**config.mk**
```make
export PLATFORM = sky130hd
export DESIGN_NAME = emu_io_bridge
export DESIGN_NICKNAME = d
export VERILOG_FILES = /design/src/rtl/emu_io_bridge.sv
export SDC_FILE = /design/constraint.sdc
export NUM_CORES = 1
export LEC_CHECK = 0
export ABC_CLOCK_PERIOD_IN_PS = 3250
export BUFFER_PORTS_ARGS = -buffer_cell sky130_fd_sc_hd__clkbuf_2
export CAP_MARGIN = 20
export CORE_MARGIN = 5
export CORE_UTILIZATION = 40
export CTS_CLUSTER_SIZE = 40
export DETAILED_ROUTE_END_ITERATION = 10
export PLACE_DENSITY = 0.72
export SYNTH_ARGS = -nofsm -noshare
export SYNTH_HDL_FRONTEND = slang
export SYNTH_SLANG_ARGS = --single-unit
```
**constraint.sdc**
```tcl
create_clock -name clk -period 3.25 [get_ports clk]
set_clock_uncertainty 0.1 [all_clocks]
set_input_delay 0.1625 -clock clk [delete_from_list [all_inputs] [get_ports clk]]
set_output_delay 0.1625 -clock clk [all_outputs]
set_load 0.05 [all_outputs]
```
**src/rtl/emu_io_bridge.sv**
```systemverilog
// emu_io_bridge: board-side glue for an emulated design. It synchronises the
// asynchronous inputs, debounces the switches, and sequences lock/reset/run.
module emu_io_bridge #(
  parameter int unsigned DATA_W      = 8,
  parameter int unsigned SW_W        = 2,
  parameter int unsigned SYNC_STAGES = 2,
  parameter int unsigned DEB_CYC     = 16,
  parameter int unsigned RST_HOLD    = 8,
  parameter logic [7:0]  OE_MASK     = 8'b1000_1000
) (
  input  logic              clk,
  input  logic              rst,
  input  logic              pll_lock_i,
  input  logic [SW_W-1:0]   switch_i,
  input  logic [DATA_W-1:0] data_i,
  input  logic [2:0]        data_ctrl_i,
  input  logic [7:0]        uo_out_i,
  input  logic [7:0]        uio_out_i,
  input  logic [7:0]        uio_oe_i,
  output logic [DATA_W-1:0] ui_in_o,
  output logic [7:0]        uio_in_o,
  output logic [DATA_W-1:0] hash_o,
  output logic [1:0]        hash_ctrl_o,
  output logic              dut_rst_n_o,
  output logic              dut_ena_o,
  output logic              error_o,
  output logic [3:0]        led_o
);

  localparam int unsigned SYNC_W = 1 + SW_W + 3 + DATA_W;
  localparam int unsigned DEB_W  = (DEB_CYC > 1) ? $clog2(DEB_CYC) : 1;
  localparam int unsigned HOLD_W = (RST_HOLD > 1) ? $clog2(RST_HOLD) : 1;
  localparam logic [DEB_W-1:0]  DEB_LAST  = DEB_W'(DEB_CYC - 1);
  localparam logic [HOLD_W-1:0] HOLD_LAST = HOLD_W'(RST_HOLD - 1);

  typedef enum logic [2:0] {
    IDLE,
    WAIT_LOCK,
    HOLD,
    RUN,
    FAULT
  } state_t;

  state_t state, next_state;

  logic [SYNC_W-1:0] sync_q [SYNC_STAGES];
  logic [SYNC_W-1:0] sync_out;
  logic [DATA_W-1:0] data_s;
  logic [2:0]        ctrl_s;
  logic [SW_W-1:0]   sw_s;
  logic              lock_s;

  logic [DEB_W-1:0]  deb_cnt [SW_W];
  logic [SW_W-1:0]   sw_deb;
  logic [HOLD_W-1:0] hold_cnt;

  logic              rst_n_q, rst_n_d;
  logic              error_q, err_set;
  logic              run;
  logic [DATA_W-1:0] hash_q;
  logic [1:0]        hctrl_q;

  logic unused_uio_bits;
  assign unused_uio_bits = ^{uio_out_i[6:4], uio_out_i[2:0]};

  // All asynchronous inputs share one synchroniser bank of equal depth.
  always_ff @(posedge clk) begin
    if (rst) begin
      for (int unsigned i = 0; i < SYNC_STAGES; i++) sync_q[i] <= '0;
    end else begin
      sync_q[0] <= {pll_lock_i, switch_i, data_ctrl_i, data_i};
      for (int unsigned i = 1; i < SYNC_STAGES; i++) sync_q[i] <= sync_q[i-1];
    end
  end

  assign sync_out = sync_q[SYNC_STAGES-1];
  assign data_s   = sync_out[DATA_W-1:0];
  assign ctrl_s   = sync_out[DATA_W +: 3];
  assign sw_s     = sync_out[DATA_W+3 +: SW_W];
  assign lock_s   = sync_out[SYNC_W-1];

  // A switch level is accepted only after it differs from the debounced
  // value for DEB_CYC consecutive cycles; any return clears the count.
  always_ff @(posedge clk) begin
    if (rst) begin
      sw_deb <= '0;
      for (int unsigned i = 0; i < SW_W; i++) deb_cnt[i] <= '0;
    end else begin
      for (int unsigned i = 0; i < SW_W; i++) begin
        if (sw_s[i] == sw_deb[i]) begin
          deb_cnt[i] <= '0;
        end else if (deb_cnt[i] == DEB_LAST) begin
          sw_deb[i]  <= sw_s[i];
          deb_cnt[i] <= '0;
        end else begin
          deb_cnt[i] <= deb_cnt[i] + 1'b1;
        end
      end
    end
  end

  always_ff @(posedge clk) begin
    if (rst) state <= IDLE;
    else     state <= next_state;
  end

  always_comb begin
    next_state = state;
    case (state)
      IDLE: if (sw_deb[0]) next_state = WAIT_LOCK;
      WAIT_LOCK, HOLD, RUN: begin
        if (!lock_s)                                    next_state = WAIT_LOCK;
        else if (!sw_deb[0])                            next_state = IDLE;
        else if (state == WAIT_LOCK)                    next_state = HOLD;
        else if (state == HOLD && hold_cnt == HOLD_LAST) next_state = RUN;
        else if (state == RUN && uio_oe_i != OE_MASK)   next_state = FAULT;
      end
      FAULT: if (!sw_deb[0]) next_state = IDLE;
      default: next_state = IDLE;
    endcase
  end

  always_ff @(posedge clk) begin
    if (rst)                     hold_cnt <= '0;
    else if (state == WAIT_LOCK) hold_cnt <= '0;
    else if (state == HOLD)      hold_cnt <= hold_cnt + 1'b1;
  end

  // The reset register follows next_state so it tracks the state exactly.
  always_comb begin
    run         = (state == RUN);
    rst_n_d     = (next_state == RUN) || (next_state == FAULT);
    err_set     = run && (uio_oe_i != OE_MASK);
    dut_ena_o   = run & ~sw_deb[1];
    hash_o      = run ? hash_q : '0;
    hash_ctrl_o = run ? hctrl_q : '0;
    led_o       = {error_q, run, lock_s, sw_deb[0]};
  end

  always_ff @(posedge clk) begin
    if (rst) begin
      rst_n_q <= 1'b0;
      error_q <= 1'b0;
      hash_q  <= '0;
      hctrl_q <= '0;
    end else begin
      rst_n_q <= rst_n_d;
      if (err_set) error_q <= 1'b1;
      hash_q  <= DATA_W'(uo_out_i);
      hctrl_q <= {uio_out_i[7], uio_out_i[3]};
    end
  end

  assign ui_in_o     = data_s;
  assign uio_in_o    = {5'b0, ctrl_s};
  assign dut_rst_n_o = rst_n_q;
  assign error_o     = error_q;

endmodule
```
==> metrics.txt <==
EDFF count, synth=8; DIE AREA=a little over 7000 um^2; critical path class=reg -> out; WP data arrival=roughly 1800 ps; Yosys warning total=0; TritonCTS clock tree=built; DR DRC count=0; Reg power frac=0.543; die span in y=around 84 um; Logic pwr share=0.089; Hold Crit Class=in -> reg; Final Hold Violating Endpoints=0; Final setup violation count=0; CP max-delay cell=dfxtp_1; Pre-Repair DR Iteration Count=4; Overflow after GRT=0; first-pass GRT wire length=~7000 um; DRT iter0 DRCs=between 70 and 80; Rel. slew slack=0.394; Synth cell types=38; Netlist Area Pre-Place=2190 um^2; H-tree depth=2; num ports=73; post-DP HPWL=about 2600 um; starting density of the core=0.405; RSZ-0062 raised after global routing=no; final wirelength=4170 um; CP required=2990 ps; Mapped Cells=approximately 200; CTS buffer count=5; Sink Count=56; max_cap viols=0; synth top area cells=dfxtp_1 44%, nor2b_1 11%, edfxtp_1 11%; share of layout cells above drive strength 1=0.276; Peak Freq=478 MHz; register area share after synthesis=0.548; P_sw=approximately 0.30 mW; Root Driver=clkbuf_8; Syn Area/Cell=10.7 um^2; layout net count=322; period utilisation layout=0.644; latest clock arrival within the worst-skew pair=310 ps; Reg2Reg Setup Slack=1350 ps; CP max FO=13; max-slew violations=0; synth cell count leaders=48 x dfxtp_1, 40 x nor2b_1, 20 x buf_4, 16 x nor2_1, 11 x and3_1; outcome=finished clean; leakage=between 1 and 1.5 nW; Slew @ Worst Pin=slightly above 900 ps; crit end category=output port; PwrDens=~490 nW/um^2; VDD IR-drop max=between 0.3 and 0.4 mV; GRT Total Usage=0.122; fill count=489; DR WL/cell=11.9 um; Internal Pwr Total=1.06 mW; Clk pwr share=0.368; Core Region=roughly 5400 um^2; Routed Antenna Nets=0; number of port buffers=slightly above 60; CP peak stage delay=~570 ps; CP Launch Type=flop; vias in the first global route=1,617; RePlAce Congestion=~0.75; area leader, netlist=dfxtp_1; initial antenna violation count=0; most frequent cell after synthesis=dfxtp_1; CP Cell Sequence=and2b_4 -> and2_1 -> nor2b_1 -> clkbuf_2; cts repair resizes=0; crit path time final=roughly 2100 ps; antenna diode count=0; Area Overhead vs Synth=27.6%; top_reg_cell synth=dfxtp_1; Total Power=around 1.4 mW; switch share=0.219; maximum clock path buffer count=2; share of the synthesized area in the top cell type=0.439; via count=between 1,500 and 2,000; Vias/cell=4.38; CP Buf/Inv Count=1; FP Rows=27; crit-path leading delay family=simple AND/OR/NAND/NOR gates; Async S/R FF share, synth=0; Clock Pin Slew Worst Setup and Hold Paths=approximately 90 ps; largest net degree at the start of global routing=between 40 and 50; Die X=roughly 84 um; Setup TNS Final=0 ps; setup bufs post-CTS=0; #FFs+latches synth=56
[through the flow]
stage	worst slack (ps)	hold slack, ps	std cells	area (um^2)	utilization
2_1_floorplan	1500	191	215	2230	-
3_3_place_gp	1410	272	319	2420	0.448
3_5_place_dp	1380	274	319	2420	0.448
4_1_cts	1130	170	351	2800	0.517
5_1_grt	1000	229	351	2800	0.517
6_report	1160	171	351	2800	0.517
[worst paths after layout]
check	startpoint	end	cells after the start
setup / recovery	state[0]$_SDFF_PP0_	dut_ena_o	4
hold / removal	uio_oe_i[5]	state[1]$_SDFF_PP0_	4
setup reg to reg	state[1]$_SDFF_PP0_	dut_rst_n_o$_SDFF_PP0_	4
hold reg to reg	sync_q[0][13]$_SDFF_PP0_	sync_q[0][27]$_SDFF_PP0_	1
[cell usage in the layout, fill, tap and decap left out, types with 2 or more instances in the layout]
| master | instances |
|---|---|
| a21oi_1 | 4 |
| ha_1 | 4 |
| xor2_1 | 3 |
| conb_1 | 13 |
| a311oi_1 | 2 |
| nand2_1 | 3 |
| and3_1 | 11 |
| nor4b_2 | 2 |
| a22oi_1 | 3 |
| nand2b_1 | 3 |
| nor2_1 | 16 |
| nand3_1 | 3 |
| nor2b_1 | 40 |
| clkbuf_8 | 5 |
| inv_1 | 3 |
| clkbuf_2 | 61 |
| dfxtp_1 | 48 |
| dlygate4sd3_1 | 24 |
| edfxtp_1 | 8 |
| a22o_1 | 2 |
| xnor2_1 | 3 |
[flip-flops by register name, summed over array words and instances, names as in the netlist, 2 cells and up]
register,flops
deb_cnt,8
state,3
hctrl_q,2
sw_deb,2
hash_q,8
hold_cnt,3
sync_q,28
[final cells by class]
type / instances / area (um^2) / share of cell area
Sequential cell: 56 / 1200 / 0.430
Clock buffer: 6 / 93.8 / 0.0336
Timing Repair Buffer: 85 / 546 / 0.195
Tap cell: 72 / 90.1 / 0.0322
Inverter: 4 / 17.5 / 0.00626
Clock inverter: 2 / 38.8 / 0.0139
Multi-Input combinational cell: 126 / 810 / 0.289
[repair_timing]
item / in CTS / in global routing
hold buffers: 24 / 0
setup endpoints to repair: 0 / 0
hold endpoints to repair: 24 / 0
[metal layers]
layer / vias to the layer above / track usage / part of all wire
met5: - / 0 / 0
met4: 0 / 0.0439 / 0.013
met3: 6 / 0.0464 / 0.081
met2: 47 / 0.216 / 0.49
met1: 702 / 0.130 / 0.42
li1: 782 / - / -
[power groups by stage]
stage / Combinational, mW / Sequential [mW] / Clock, mW
finish: 0.121 / 0.738 / 0.501
global placement: 0.0954 / 0.753 / 0
global route: 0.131 / 0.741 / 0.538
detailed placement: 0.0965 / 0.754 / 0
floorplan: 0.0825 / 0.751 / 0
CTS: 0.119 / 0.738 / 0.517
[worst min-delay path: stages]
cell and delay, ps:
clkbuf_2 90, nor4b_2 40, nand2_1 140, a311oi_1 110
[cells by family after synthesis]
group / after synthesis / share of synthesized area
XOR/XNOR: 6 / 0.0240
AND/OR/NAND/NOR: 86 / 0.236
other: 2 / 0.00343
buffers and inverters: 33 / 0.101
flip-flops: 56 / 0.548
AO/OA/AOI/OAI: 15 / 0.0543
multiplexers: 2 / 0.00971
adder cells (fa/ha/maj): 4 / 0.0228
(Power assumes the default switching activity.)
